`config.mk`:
```
export PLATFORM = sky130hd
export DESIGN_NAME = grid_move_engine
export DESIGN_NICKNAME = d
export VERILOG_FILES = /design/src/rtl/grid_move_engine.sv
export SDC_FILE = /design/constraint.sdc
export NUM_CORES = 1
export LEC_CHECK = 0
export CAP_MARGIN = 20
export CORE_ASPECT_RATIO = 1.75
export CORE_UTILIZATION = 63
export DETAILED_ROUTE_END_ITERATION = 6
export PLACE_DENSITY = 0.84
export SLEW_MARGIN = 40
export SYNTH_ARGS = -nofsm -noshare
export SYNTH_HDL_FRONTEND = slang
export SYNTH_SLANG_ARGS = --single-unit
```
`constraint.sdc`:
```
create_clock -name clk -period 10.7 [get_ports clk]
set_input_delay 2.14 -clock clk [delete_from_list [all_inputs] [get_ports clk]]
set_output_delay 2.14 -clock clk [all_outputs]
set_load 0.01 [all_outputs]
```
`src/rtl/grid_move_engine.sv`:
```
// grid_move_engine: owns the 4x4 game grid (one 4-bit exponent per cell).
// Executes left/right/up/down moves one line per cycle, spawns a new tile
// after a move that changed the board, and services new-game requests.
// Cell n = y*4+x lives at grid[n*4 +: 4]; 0 = empty, k = tile 2^k.
// rand_val carries the free-running LFSR value sampled on acceptance.
// Optional build macro: GAME_OVER_DETECT_EN adds a 16-cycle CHECK scan
// that raises a sticky game_over when no move is possible.
//
// state  | meaning
// -------+-------------------------------------------------------------
// IDLE   | waiting for new_game / move_valid, ready high unless game over
// LINE   | slide+merge line line_k (0..3) of the captured direction
// SPAWN  | probe cells from probe_p for an empty one and drop a tile
// CHECK  | (GAME_OVER_DETECT_EN only) scan cells for any legal move
// DONE   | one-cycle done pulse with moved, then back to IDLE
module grid_move_engine #(
  parameter int WIN_EXP = 11,
  parameter int MAX_EXP = 15
) (
  input  logic        clk,
  input  logic        rst,
  input  logic        move_valid,
  input  logic [1:0]  move_dir,
  input  logic        new_game,
  input  logic [7:0]  rand_val,
  output logic        ready,
  output logic [63:0] grid,
  output logic        done,
  output logic        moved,
  output logic        won,
  output logic        game_over
);

  localparam logic [3:0] WIN_V = 4'(WIN_EXP);
  localparam logic [3:0] MAX_V = 4'(MAX_EXP);

  typedef enum logic [2:0] {
    S_IDLE,
    S_LINE,
    S_SPAWN,
`ifdef GAME_OVER_DETECT_EN
    S_CHECK,
`endif
    S_DONE
  } state_t;

  state_t      state;
  logic [1:0]  dir_q;
  logic [7:0]  rand_q;
  logic        ng_q;
  logic        ng_first;
  logic [1:0]  line_k;
  logic        moved_acc;
  logic [3:0]  probe_p;
  logic [3:0]  probe_cnt;

  logic [3:0]  line_idx [4];
  logic [15:0] line_old;
  logic [15:0] line_new;
  logic        line_changed;
  logic        line_won;
  logic [3:0]  spawn_cell;
  logic [3:0]  spawn_val;

  // Element i of line k for direction d; element 0 is the slide target.
  function automatic logic [3:0] cell_index(input logic [1:0] d,
                                            input logic [1:0] k,
                                            input logic [1:0] i);
    logic [1:0] x;
    logic [1:0] y;
    case (d)
      2'd0:    begin x = i;  y = k;  end
      2'd1:    begin x = ~i; y = k;  end
      2'd2:    begin x = k;  y = i;  end
      default: begin x = k;  y = ~i; end
    endcase
    return {y, x};
  endfunction

  // Compress nonzero tiles to the front, then merge equal pairs front to
  // back; a merged tile is skipped so it cannot merge again this move.
  function automatic logic [15:0] slide_line(input logic [15:0] in);
    logic [3:0]  c [5];
    logic [15:0] out;
    logic [2:0]  n;
    logic [2:0]  j;
    logic        skip;
    for (int i = 0; i < 5; i++) c[i] = 4'd0;
    n = 3'd0;
    for (int i = 0; i < 4; i++) begin
      if (in[i*4 +: 4] != 4'd0) begin
        c[n] = in[i*4 +: 4];
        n = n + 3'd1;
      end
    end
    out  = '0;
    j    = 3'd0;
    skip = 1'b0;
    for (int i = 0; i < 4; i++) begin
      if (skip) begin
        skip = 1'b0;
      end else if (c[i] != 4'd0) begin
        if (c[i] == c[i+1] && c[i] != MAX_V) begin
          out[{j[1:0], 2'b00} +: 4] = c[i] + 4'd1;
          skip = 1'b1;
        end else begin
          out[{j[1:0], 2'b00} +: 4] = c[i];
        end
        j = j + 3'd1;
      end
    end
    return out;
  endfunction

  // Gather the current line, compute its slid/merged replacement.
  always_comb begin
    line_old = '0;
    line_won = 1'b0;
    for (int i = 0; i < 4; i++) begin
      line_idx[i] = cell_index(dir_q, line_k, 2'(i));
      line_old[i*4 +: 4] = grid[{line_idx[i], 2'b00} +: 4];
    end
    line_new     = slide_line(line_old);
    line_changed = (line_new != line_old);
    for (int i = 0; i < 4; i++) begin
      if (line_new[i*4 +: 4] >= WIN_V) line_won = 1'b1;
    end
  end

  // Spawn probe: cell under the pointer and the tile value to drop.
  always_comb begin
    spawn_cell = grid[{probe_p, 2'b00} +: 4];
    spawn_val  = (ng_q || rand_q[7:4] != 4'd0) ? 4'd1 : 4'd2;
  end

`ifdef GAME_OVER_DETECT_EN
  logic [3:0] chk_cnt;
  logic       chk_live;
  logic       chk_cell_live;
  logic       go_q;
  logic [3:0] chk_cur;
  logic [3:0] chk_right;
  logic [3:0] chk_down;

  // A cell offers a move if it is empty or equals its right/lower neighbour.
  always_comb begin
    chk_cur       = grid[{chk_cnt, 2'b00} +: 4];
    chk_right     = grid[{chk_cnt + 4'd1, 2'b00} +: 4];
    chk_down      = grid[{chk_cnt + 4'd4, 2'b00} +: 4];
    chk_cell_live = (chk_cur == 4'd0) ||
                    (chk_cnt[1:0] != 2'd3 && chk_cur == chk_right) ||
                    (chk_cnt[3:2] != 2'd3 && chk_cur == chk_down);
  end

  assign game_over = go_q;
`else
  assign game_over = 1'b0;
`endif

  // Main sequencer: request acceptance, line updates, spawn, status outputs.
  always_ff @(posedge clk) begin
    if (rst) begin
      state     <= S_IDLE;
      grid      <= '0;
      ready     <= 1'b1;
      done      <= 1'b0;
      moved     <= 1'b0;
      won       <= 1'b0;
      dir_q     <= 2'd0;
      rand_q    <= 8'd0;
      ng_q      <= 1'b0;
      ng_first  <= 1'b0;
      line_k    <= 2'd0;
      moved_acc <= 1'b0;
      probe_p   <= 4'd0;
      probe_cnt <= 4'd0;
`ifdef GAME_OVER_DETECT_EN
      chk_cnt   <= 4'd0;
      chk_live  <= 1'b0;
      go_q      <= 1'b0;
`endif
    end else begin
      done <= 1'b0;
      case (state)
        S_IDLE: begin
          if (new_game) begin
            grid      <= '0;
            won       <= 1'b0;
`ifdef GAME_OVER_DETECT_EN
            go_q      <= 1'b0;
`endif
            rand_q    <= rand_val;
            dir_q     <= move_dir;
            ng_q      <= 1'b1;
            ng_first  <= 1'b1;
            moved_acc <= 1'b1;
            probe_p   <= rand_val[3:0];
            probe_cnt <= 4'd15;
            ready     <= 1'b0;
            state     <= S_SPAWN;
          end else if (move_valid && !game_over) begin
            rand_q    <= rand_val;
            dir_q     <= move_dir;
            ng_q      <= 1'b0;
            ng_first  <= 1'b0;
            moved_acc <= 1'b0;
            line_k    <= 2'd0;
            ready     <= 1'b0;
            state     <= S_LINE;
          end
        end

        S_LINE: begin
          for (int i = 0; i < 4; i++) begin
            grid[{line_idx[i], 2'b00} +: 4] <= line_new[i*4 +: 4];
          end
          if (line_changed) moved_acc <= 1'b1;
          if (line_won) won <= 1'b1;
          line_k <= line_k + 2'd1;
          if (line_k == 2'd3) begin
            if (moved_acc || line_changed) begin
              probe_p   <= rand_q[3:0];
              probe_cnt <= 4'd15;
              state     <= S_SPAWN;
            end else begin
`ifdef GAME_OVER_DETECT_EN
              chk_cnt  <= 4'd15;
              chk_live <= 1'b0;
              state    <= S_CHECK;
`else
              done  <= 1'b1;
              moved <= 1'b0;
              state <= S_DONE;
`endif
            end
          end
        end

        S_SPAWN: begin
          if (spawn_cell == 4'd0 || probe_cnt == 4'd0) begin
            // A full board after 16 probes simply skips the spawn.
            if (spawn_cell == 4'd0) grid[{probe_p, 2'b00} +: 4] <= spawn_val;
            if (ng_q && ng_first) begin
              ng_first  <= 1'b0;
              probe_p   <= rand_q[7:4];
              probe_cnt <= 4'd15;
            end else begin
`ifdef GAME_OVER_DETECT_EN
              chk_cnt  <= 4'd15;
              chk_live <= 1'b0;
              state    <= S_CHECK;
`else
              done  <= 1'b1;
              moved <= moved_acc;
              state <= S_DONE;
`endif
            end
          end else begin
            probe_p   <= probe_p + 4'd1;
            probe_cnt <= probe_cnt - 4'd1;
          end
        end

`ifdef GAME_OVER_DETECT_EN
        S_CHECK: begin
          if (chk_cell_live) chk_live <= 1'b1;
          chk_cnt <= chk_cnt - 4'd1;
          if (chk_cnt == 4'd0) begin
            go_q  <= !(chk_live || chk_cell_live);
            done  <= 1'b1;
            moved <= moved_acc;
            state <= S_DONE;
          end
        end
`endif

        S_DONE: begin
          moved <= 1'b0;
          ready <= !game_over;
          state <= S_IDLE;
        end

        default: begin
          state <= S_IDLE;
          ready <= 1'b1;
        end
      endcase
    end
  end

endmodule

```
==> run_results.csv, run 1 <==
group,metric,value,unit
outcome,status,"did not finish",
clocking,cts_resized,0,
placement,place.port_buffers,81,
floorplan,boundaryPins,83,
outcome,haltStage,"global routing",
clocking,clock_sinks,93,
yosys,syn_area,14400,µm²
grt,gr-total-overflow,542,
yosys,synth-seq-area-share,13.0,%
placement,place.gp.congestion,1.28,
grt,grt_pass1_wl,145000,µm
yosys,ys_async_sr_fraction,0,%
grt,grt_use_total,81.0,%
floorplan,row_count,72,
outcome,error_line,"[ERROR GRT-0116] Global routing finished with congestion. Check the congestion regions in the DRC Viewer.",
clocking,post_cts_buffers,0,
yosys,synth_seq_cells,93,
yosys,synth_ff_type,"dfxtp_1",
floorplan,initial_core_util,64.5,%
yosys,synthesis.nets,2157,
clocking,cts_buffer_depth,2,
floorplan,chipWidth,116,µm
clocking,clockRootBuffer,"clkbuf_16",
yosys,synth_cell_types,118,
grt,grt_max_degree,91,
yosys,synth_edf_count,0,
yosys,synth_warnings,0,
clocking,numCtsBuffers,9,
placement,detailed_place_hpwl,59500,µm
clocking,ctsHtreeMaxLevel,3,
clocking,hold_buffers,0,
yosys,synth_area_per_cell,6.82,µm²
grt,grt_pass1_vias,21100,
yosys,syn_inst,2105,
floorplan,die_h,202,µm
[through the flow]
step                      cell area, µm²  setup WS, ps  util [%]  cells  hold slack, ps
after floorplan                    14400          2270         -   2105             463
after detailed placement           15500           583      69.6   2405             468
after global placement             15500           871      69.5   2404             468
after CTS                          15800           467      70.9   2421             483
[cells by family after synthesis]
family	after synthesis	synth area share, %
xor+xnor	28	1.71
buf+inv	236	7.57
simple gates	794	27.0
other cells	1	0.0261
mux	90	6.84
compound gates	825	40.5
fa+ha+maj	38	3.31
flops	93	13.0
[Yosys cell counts (all sizes together), types with 24 or more instances]
cell type  number  area share [%]
o21ai         200             7.1
nor2b          43             1.9
xnor2          25             1.5
o311ai         46             2.8
nand2b         33             1.4
mux2i          70             4.9
nor4           31             1.6
nand3          64             2.2
dfxtp          93              13
nor3           56             2.0
a22oi          32             1.7
o211ai         78             4.3
nor2          161             4.3
buf            79             3.5
a21oi         158             5.6
clkbuf         94             2.5
and3           28             1.2
inv            61             1.6
ha             38             3.3
o22ai          32             1.4
o221ai         24             1.5
nand2         277             7.2
[per-layer routing]
layer	GRT overflow	global-route usage, %
met1	7	80.5
met2	341	98.7
met3	6	62.9
met4	187	82.9
met5	1	26.0
==> run 2: changes to the inputs <==
CORE_ASPECT_RATIO = not set   (was 1.75)
CORE_UTILIZATION = 40   (was 63)
PLACE_DENSITY = not set   (was 0.84)
PLACE_DENSITY_LB_ADDON = 0.15   (was not set)
==> run_results.csv, run 2 <==
group,metric,value,unit
finish,antennaDiodeCount,0,
worst_setup_path,crit_path_max_incr_delay,610,ps
routing,remaining_drc_errors,0,
worst_setup_path,r2r-start,"dir_q[1]",
clocking,numCtsBuffers,9,
worst_setup_path,cp.required,10970,ps
yosys,synth_area_per_cell,6.82,µm²
job,maxCapViolCount,0,
sta,period_share,95.7,%
routing,vias,18700,
floorplan,design.die.area,36600,µm²
finish,nets,2164,
sta,fin_skew,17.5,ps
yosys,syn_inst,2105,
routing,finalWirelength,79100,µm
yosys,synth.area.top_cells,"dfxtp_1 13%, nand2_1 7.2%, o21ai_0 6.6%",
yosys,synth_warnings,0,
clocking,clock_sinks,93,
worst_setup_path,reg2regPathDepth,34,
routing,routed.top_layer,"met4",
grt,grt_max_degree,51,
routing,drt-pass1-iter-count,6,
yosys,yosys.area.top_type,"dfxtp_1",
finish,largest-register,"grid",
grt,grt_pass1_vias,16800,
worst_setup_path,critPathCapture,"probe_cnt[3]",
routing,routed-wl-met3,9620,µm
worst_setup_path,critical_path_arrival,10500,ps
clocking,ctsHtreeMaxLevel,3,
worst_setup_path,rrSetupSlack,460,ps
clocking,cts_buffer_depth,2,
worst_setup_path,crit_start,"dir_q[1]",
placement,place.gp.congestion,1.10,
finish,final_util,45.0,%
clocking,tritoncts,"done",
sta,rsz0062_at_grt,"no",
finish,mostFrequentLayoutCell,"nand2_1",
yosys,synth_ff_type,"dfxtp_1",
yosys,synth_seq_cells,93,
routing,wl_met2,32700,µm
worst_setup_path,crit_fanout,23,
finish,area_growth,11.0,%
grt,antenna_found_initial,3,
sta,setup_viol,0,
worst_setup_path,crit_type,"reg2reg",
worst_setup_path,slowest_stage,"dfxtp_2",
sta,fin_setup_tns,0,ps
yosys,syn_area,14400,µm²
sta,hold_viol,0,
yosys,synth-seq-area-share,13.0,%
finish,top_regs,"grid: 64 flops, rand_q: 8 flops",
sta,relSlewSlack,40.8,%
placement,post-place-ws,655,ps
floorplan,die_h,191,µm
clocking,hold_buffers,0,
grt,gr-total-overflow,0,
grt,grt_pass1_wl,114000,µm
min_path,holdPathStages,2,
routing,routed_via_density,7.27,
yosys,ys_async_sr_fraction,0,%
finish,layout_common_cells,"277 x nand2_1, 187 x o21ai_0, 158 x nor2_1",
finish,drive_gt1_share,9.35,%
sta,finalCriticalPeriod,10240,ps
worst_setup_path,crit_path_frequent_cell,"ha_1",
yosys,synth_cell_types,118,
sta,hold_slack,483,ps
routing,drt-met1-wl,30300,µm
floorplan,boundaryPins,83,
routing,antenna_left,0,
outcome,status,"finished clean",
sta,tightest_slew,874,ps
clocking,post_cts_buffers,0,
worst_setup_path,startpoint_type,"register",
clocking,cts_resized,0,
finish,largest_reg_flops,64,
sta,post-route-worst-setup-slack,463,ps
sta,drv_slew,0,
clocking,clockRootBuffer,"clkbuf_16",
clocking,clkTransAtPathRegs,90,ps
yosys,synth_edf_count,0,
floorplan,initial_core_util,40.5,%
sta,max_clock_freq,97.7,MHz
yosys,synth_common_cells,"277 x nand2_1, 189 x o21ai_0, 159 x nor2_1",
floorplan,core-area,35400,µm²
floorplan,row_count,69,
grt,grt_use_total,42.2,%
worst_setup_path,reg2reg_to,"probe_cnt[3]",
min_path,min_path_type,"reg2reg",
yosys,synthesis.nets,2157,
worst_setup_path,cp-end-kind,"register",
routing,post_drt_wl_per_cell,30.7,µm
placement,place.port_buffers,81,
floorplan,chipWidth,191,µm
placement,detailed_place_hpwl,58300,µm
routing,drtIter0Drc,3049,
yosys,synth_top_area_share,13.0,%
clocking,clk_latency,370,ps
yosys,synth_most_common_cell,"nand2_1",
[run 2: cell counts after synthesis]
Identical to the previous run, type by type.
[run 2: area by class of cell]
| cell class | count | area [µm²] |
|---|---|---|
| Timing Repair Buffer | 169 | 1480 |
| Fill cell | 3738 | 19500 |
| Clock inverter | 7 | 62.6 |
| Tap cell | 461 | 577 |
| Multi-Input combinational cell | 1776 | 11500 |
| Clock buffer | 9 | 225 |
| Sequential cell | 93 | 1870 |
| Inverter | 63 | 238 |
[run 2: how the worst min path moves through the flow]
stage,from,to
2_1_floorplan,rand_q[0],rand_q[0]
3_3_place_gp,won,won
3_5_place_dp,won,won
4_1_cts,won,won
5_1_grt,won,won
6_report,won,won
[run 2: routing by layer]
metal,global-route usage (%),vias up
met4,28.7,0
met1,54.0,8887
met5,0,-
met3,9.51,321
li1,-,8083
met2,62.6,1452
[run 2: worst max-delay path, delay by kind of cell (launching register included)]
family / cells / cell delay, ps
fa+ha+maj: 5 / 1680
buf+inv: 6 / 1270
compound gates: 10 / 2710
flops: 1 / 610
simple gates: 11 / 3230
mux: 2 / 590
[run 2: logic make-up after synthesis]
kind of cell,count (synthesis),share of synthesized area [%]
compound gates,825,40.5
fa+ha+maj,38,3.31
flops,93,13.0
simple gates,794,27.0
buf+inv,236,7.57
xor+xnor,28,1.71
mux,90,6.84
other cells,1,0.0261
[run 2: metrics by stage]
stage          instances  cell area (µm²)
2_1_floorplan       2105            14400
3_3_place_gp        2561            15600
3_5_place_dp        2562            15600
4_1_cts             2578            15900
5_1_grt             2578            15900
6_report            2578            15900
Power of run 2 is left out: the tool's default activity adds up to more than one toggle a clock period on the data nets, which glitch-free logic cannot reach.
==> run 3: changes to the inputs <==
--- a/config.mk
+++ b/config.mk
@@ -8,4 +8,5 @@
 export CAP_MARGIN = 20
 export CORE_UTILIZATION = 40
+export CTS_CLUSTER_SIZE = 40
 export DETAILED_ROUTE_END_ITERATION = 6
 export PLACE_DENSITY_LB_ADDON = 0.15
==> constraint.sdc (replaced) <==
create_clock -name clk -period 10.7 [get_ports clk]
set_input_delay 2.14 -clock clk [delete_from_list [all_inputs] [get_ports clk]]
set_output_delay 2.14 -clock clk [all_outputs]
set_load 0.05 [all_outputs]
==> results of run 3 <==
The final DEF is identical to that of run 2; final timing and power are the same.
Power of run 3 is left out for the same reason.
